## src/rtl/dest_drain_counter_pkg.sv

```systemverilog
// Shared types and defaults for the destination drain counter.
// Optional saturation is selected by COUNT_SATURATE_EN in the top module.
package dest_drain_counter_pkg;

    typedef enum logic [1:0] {
        ST_RESET  = 2'd0,
        ST_IDLE   = 2'd1,
        ST_ACTIVE = 2'd2
    } state_e;

    localparam logic DEST_D0 = 1'b0;
    localparam logic DEST_D1 = 1'b1;

    localparam int unsigned DATA_WIDTH  = 6;
    localparam int unsigned COUNT_WIDTH = 5;

endpackage

```

## src/rtl/dest_drain_counter_rr_arbiter_2.sv

```systemverilog
// Two-way round-robin arbiter with one-hot grant.
// The pointer only moves when both requesters compete.
module rr_arbiter_2
    import dest_drain_counter_pkg::*;
(
    input  logic       clk,
    input  logic       reset_L,
    input  logic [1:0] req,
    output logic [1:0] grant
);

    logic ptr_q, ptr_d;

    always_comb begin
        ptr_d = ptr_q;
        grant = req;
        if (req == 2'b11) begin
            grant = (ptr_q == DEST_D1) ? 2'b10 : 2'b01;
            ptr_d = ~ptr_q;
        end
    end

    always_ff @(posedge clk) begin
        if (!reset_L) begin
            ptr_q <= DEST_D0;
        end else begin
            ptr_q <= ptr_d;
        end
    end

endmodule

```

## src/rtl/dest_drain_counter.sv

```systemverilog
// Drains FIFOs D0/D1 into one registered stream and counts words per destination.
// Define COUNT_SATURATE_EN to make the counters saturate instead of wrap.
module dest_drain_counter
    import dest_drain_counter_pkg::*;
#(
    parameter int unsigned data_width  = DATA_WIDTH,
    parameter int unsigned count_width = COUNT_WIDTH
) (
    input  logic                   clk,
    input  logic                   reset_L,
    input  logic                   enable,
    input  logic                   empty_D0,
    input  logic                   empty_D1,
    input  logic [data_width-1:0]  data_D0,
    input  logic [data_width-1:0]  data_D1,
    output logic                   D0_pop,
    output logic                   D1_pop,
    output logic [data_width-1:0]  data_out,
    output logic                   dest_out,
    output logic                   valid_out,
    input  logic                   req,
    input  logic                   idx,
    output logic [count_width-1:0] count_out,
    output logic                   count_valid,
    output logic [1:0]             state_out
);

    state_e state_q, state_d;

    logic                   pop_allow;
    logic [1:0]             arb_req;
    logic [1:0]             grant;
    logic                   any_pop;

    logic [data_width-1:0]  data_q, data_d;
    logic                   dest_q, dest_d;
    logic                   valid_q, valid_d;
    logic [count_width-1:0] cnt_q [2];
    logic [count_width-1:0] cnt_d [2];
    logic [count_width-1:0] count_q, count_d;
    logic                   count_valid_q, count_valid_d;

    function automatic logic [count_width-1:0] cnt_inc(input logic [count_width-1:0] c);
`ifdef COUNT_SATURATE_EN
        return (&c) ? c : c + count_width'(1);
`else
        return c + count_width'(1);
`endif
    endfunction

    always_comb begin
        state_d = state_q;
        unique case (state_q)
            ST_RESET:  state_d = ST_IDLE;
            ST_IDLE:   if (enable && (!empty_D0 || !empty_D1)) state_d = ST_ACTIVE;
            ST_ACTIVE: if (!enable || (empty_D0 && empty_D1)) state_d = ST_IDLE;
            default:   state_d = ST_RESET;
        endcase
    end

    // reset_L in the gate keeps pops low combinationally during reset
    assign pop_allow = reset_L && enable && (state_q == ST_ACTIVE);
    assign arb_req   = {pop_allow & ~empty_D1, pop_allow & ~empty_D0};

    rr_arbiter_2 u_arb (
        .clk     (clk),
        .reset_L (reset_L),
        .req     (arb_req),
        .grant   (grant)
    );

    assign D0_pop  = grant[0];
    assign D1_pop  = grant[1];
    assign any_pop = |grant;

    always_comb begin
        data_d        = data_q;
        dest_d        = dest_q;
        valid_d       = 1'b0;
        cnt_d[0]      = cnt_q[0];
        cnt_d[1]      = cnt_q[1];
        count_valid_d = (state_q == ST_IDLE) && req;
        count_d       = count_q;
        if (any_pop) begin
            data_d  = D1_pop ? data_D1 : data_D0;
            dest_d  = D1_pop ? DEST_D1 : DEST_D0;
            valid_d = 1'b1;
        end
        if (D0_pop) cnt_d[0] = cnt_inc(cnt_q[0]);
        if (D1_pop) cnt_d[1] = cnt_inc(cnt_q[1]);
        if (count_valid_d) count_d = cnt_q[idx];
    end

    always_ff @(posedge clk) begin
        if (!reset_L) begin
            state_q       <= ST_RESET;
            data_q        <= '0;
            dest_q        <= DEST_D0;
            valid_q       <= 1'b0;
            cnt_q         <= '{default: '0};
            count_q       <= '0;
            count_valid_q <= 1'b0;
        end else begin
            state_q       <= state_d;
            data_q        <= data_d;
            dest_q        <= dest_d;
            valid_q       <= valid_d;
            cnt_q         <= cnt_d;
            count_q       <= count_d;
            count_valid_q <= count_valid_d;
        end
    end

    assign data_out    = data_q;
    assign dest_out    = dest_q;
    assign valid_out   = valid_q;
    assign count_out   = count_q;
    assign count_valid = count_valid_q;
    assign state_out   = state_q;

endmodule
```

## config.mk

```make
export PLATFORM = sky130hd
export DESIGN_NAME = dest_drain_counter
export DESIGN_NICKNAME = d
export VERILOG_FILES = /design/src/rtl/dest_drain_counter_pkg.sv /design/src/rtl/dest_drain_counter_rr_arbiter_2.sv /design/src/rtl/dest_drain_counter.sv
export SDC_FILE = /design/constraint.sdc
export NUM_CORES = 1
export LEC_CHECK = 0
export BUFFER_PORTS_ARGS = -buffer_cell sky130_fd_sc_hd__buf_2
export CAP_MARGIN = 20
export CORE_ASPECT_RATIO = 1.1
export CORE_MARGIN = 2
export CORE_UTILIZATION = 50
export DETAILED_ROUTE_END_ITERATION = 8
export GPL_TIMING_DRIVEN = 0
export PLACE_DENSITY = 0.79
export SLEW_MARGIN = 15
export SYNTH_ARGS = -nofsm -noshare
export SYNTH_HDL_FRONTEND = slang
export SYNTH_SLANG_ARGS = --single-unit
```

## constraint.sdc

```tcl
create_clock -name clk -period 1.9 [get_ports clk]
set_input_delay 0 -clock clk [delete_from_list [all_inputs] [get_ports clk]]
set_output_delay 0 -clock clk [all_outputs]
set_load 0.05 [all_outputs]
```

==> flow_summary.json <==
{
  "synth.net_count": 152,
  "reg2reg_slack_ns": 0.33,
  "die_area_mm2": 0.00290,
  "port_buffers": 35,
  "synth-async-reset-ratio_pct": 0,
  "worstMarginPinSlew_ns": 0.528,
  "post_synth_instance_area_mm2": 0.00124,
  "final_antenna_net_count": 0,
  "synth.yosys.seq_area_share_pct": 43.5,
  "drt_iter0_markers": 34,
  "power.density_mw_per_mm2": 644,
  "maxSlewHeadroom_pct": 64.8,
  "grt_pass1_wl_mm": 5.16,
  "final_net_count": 198,
  "cts-hold-fix-buffers": 6,
  "grt_max_degree": 15,
  "coreArea_mm2": 0.00230,
  "finish.instance_area_mm2": 0.00155,
  "worst_path_max_delay_cell": "sky130_fd_sc_hd__dfxtp_1",
  "ir_worst_vdd_uv": 444,
  "synthToLayoutAreaGrowth_pct": 24.7,
  "cts_tree": "done",
  "cp_max_fo": 10,
  "clk_transition_reported_paths_ns": 0.14,
  "critPathBufInv": 3,
  "cts_post_setup_buffers_inserted": 0,
  "finalSetupTns_ns": 0,
  "post-route-util_pct": 67.5,
  "grt_pass1_vias": 1074,
  "synthesis.area_per_instance_um2": 9.49,
  "post-route-period-util_pct": 90.7,
  "initial_antenna_violation_count": 0,
  "tritoncts.num_buffers": 3,
  "yosysWarnings": 0,
  "p_leak_nw": 0.626,
  "detailedRoute.firstPassIterationCount": 4,
  "floorplan.rows": 18,
  "avgRoutedWirePerCell_um": 15.1,
  "worst_ep_arrival_ns": 1.72,
  "place_area_mm2": 0.00147,
  "rsz0062_at_grt": "false",
  "routed_wirelength_mm": 3.11,
  "slowest_delay_ns": 0.39,
  "postSynthRegisterBits": 27,
  "clock.fmax_mhz": 580,
  "timing_worst_setup_path_type": "reg -> out",
  "chipWidth_um": 51.6,
  "final.hold.worst_slack_ns": 0.0456,
  "cts_root_buffer": "sky130_fd_sc_hd__clkbuf_4",
  "fin_skew_ns": 0.00183,
  "syn-instance-count": 131,
  "source_to_sink_clock_delay_at_the_later_pin_of_the_worst_skew_pair_ns": 0.32,
  "final-max-slew-violation-count": 0,
  "crit_family": "buffers and inverters",
  "boundary_pins": 37,
  "max_cap_viol_count": 0,
  "vias": 1169,
  "htreeDepth": 1,
  "grt_remaining_overflow": 0,
  "chipHeight_um": 56.3,
  "cts-resized-gates": 0,
  "worstHoldPathType": "in -> reg",
  "dpl_worst_slack_ns": 0.383,
  "end_kind": "output pin",
  "gr-usage-all-layers_pct": 23.2,
  "synth_cell_type_count": 37,
  "status": "complete, no violations",
  "clock_sinks": 27,
  "synth_ff_type": "sky130_fd_sc_hd__dfxtp_1",
  "drive_above_1_share_pct": 27.3,
  "number_of_inserted_diodes": 0,
  "worst-endpoint-required_ns": 1.90,
  "timing.final.setup_violations": 0,
  "shortest_clock_period_the_worst_path_allows_after_layout_ns": 1.72,
  "timing.final.hold_violations": 0,
  "setup_ws_ns": 0.177,
  "synth_enable_flop_cells": 0,
  "routabilityCongestion": 0.823,
  "critical_path.startpoint_type": "flip-flop",
  "drc_viols": 0,
  "crit_chain": "nand4b_4 > buf_6 > buf_2 > nor3_2 > buf_2",
  "worst_path_most_repeated_cell": "sky130_fd_sc_hd__buf_2",
  "detail_route.vias_per_cell": 5.67,
  "initial_utilization_pct": 54.1,
  "dpl.hpwl_mm": 2.19,
  "cts_buffer_depth": 2
}
==> layer usage <==
metal | vias up | GRT usage, % | routed length (µm)
met5 | - | 0 | 0
met4 | 0 | 8.65 | 63
met3 | 8 | 3.19 | 162
met2 | 47 | 36.6 | 1530
met1 | 527 | 31.9 | 1350
li1 | 587 | - | -
==> power breakdown <==
part           leakage, nW  internal, W  switching [W]
Combinational        0.392    0.0000569       0.000106
Clock               0.0150    0.0000822       0.000166
Sequential           0.219     0.000579     0.00000903
==> synthesized netlist by cell type (2+ instances only) <==
| master | instances | area share [%] |
|---|---|---|
| sky130_fd_sc_hd__nand2b_1 | 2 | 1.0 |
| sky130_fd_sc_hd__dfxtp_1 | 27 | 43 |
| sky130_fd_sc_hd__o31ai_1 | 4 | 2.4 |
| sky130_fd_sc_hd__nor2_1 | 7 | 2.1 |
| sky130_fd_sc_hd__a21boi_0 | 2 | 1.2 |
| sky130_fd_sc_hd__inv_1 | 2 | 0.60 |
| sky130_fd_sc_hd__nor3_1 | 2 | 0.80 |
| sky130_fd_sc_hd__nand2_1 | 5 | 1.5 |
| sky130_fd_sc_hd__a21oi_1 | 13 | 5.2 |
| sky130_fd_sc_hd__nand3_1 | 4 | 1.6 |
| sky130_fd_sc_hd__o21ai_0 | 2 | 0.80 |
| sky130_fd_sc_hd__or4_1 | 3 | 1.8 |
| sky130_fd_sc_hd__a211oi_1 | 11 | 6.6 |
| sky130_fd_sc_hd__buf_2 | 4 | 1.6 |
| sky130_fd_sc_hd__clkbuf_1 | 5 | 1.5 |
| sky130_fd_sc_hd__o32ai_1 | 6 | 4.2 |
| sky130_fd_sc_hd__mux2i_1 | 9 | 7.2 |
| sky130_fd_sc_hd__ha_1 | 2 | 2.0 |
| sky130_fd_sc_hd__nor4_1 | 2 | 1.0 |
| sky130_fd_sc_hd__or3_1 | 2 | 1.0 |
==> cell type report <==
type	instances	area, µm²
fillers	210	746
multi-input cells	90	646
flip-flops and latches	27	542
repair buffers	41	235
plain buffers	11	53.8
well taps	30	37.5
clock buffers	4	26.3
inverters	3	11.3
==> through the flow <==
| stage | total power (W) | cells |
|---|---|---|
| floorplan | 0.000703 | 131 |
| global placement | 0.000748 | 196 |
| detailed placement | 0.000753 | 196 |
| CTS | 0.00100 | 206 |
| global route | 0.00104 | 206 |
| finish | 0.00100 | 206 |
==> state kept, by name, indices dropped and copies added, names as in the netlist <==
signal	flops
cnt_q	10
count_out	5
count_valid	1
data_out	6
dest_out	1
state_out	2
u_arb.ptr_q	1
valid_out	1
==> tightest hold or removal path: stages <==
cell	delay, ns
sky130_fd_sc_hd__buf_2	0.11
sky130_fd_sc_hd__o32ai_1	0.13
sky130_fd_sc_hd__a211oi_1	0.10
==> cell usage in the layout, fill, tap and decap left out, drive strengths merged, types with 5 or more instances in the layout <==
cell         count
clkbuf           9
mux2i            9
a211oi          11
nor2             7
o32ai            6
dfxtp           27
a21oi           13
nand2            5
buf             41
dlygate4sd3      6
==> path summary, 6_finish.rpt <==
kind | startpoint | to | cells after the start
setup / recovery | state_out[0] | D0_pop | 5
hold / removal | data_D1[2] | data_out[2] | 3
setup reg to reg | u_arb.ptr_q | data_out[4] | 4
hold reg to reg | cnt_q[4] | cnt_q[4] | 1
==> logic make-up (layout without fill, tap and decap cells) <==
kind of cell / Yosys count / after routing / share of synthesized area [%]
AOI/OAI and AO/OA: 42 / 42 / 23.1
buffers and inverters: 14 / 59 / 5.23
adders and majority gates: 3 / 3 / 2.82
xor gates and xnor gates: 1 / 1 / 0.704
and+or+nand+nor: 35 / 35 / 17.4
muxes: 9 / 9 / 7.24
DFF: 27 / 27 / 43.5
(Power assumes the default switching activity.)
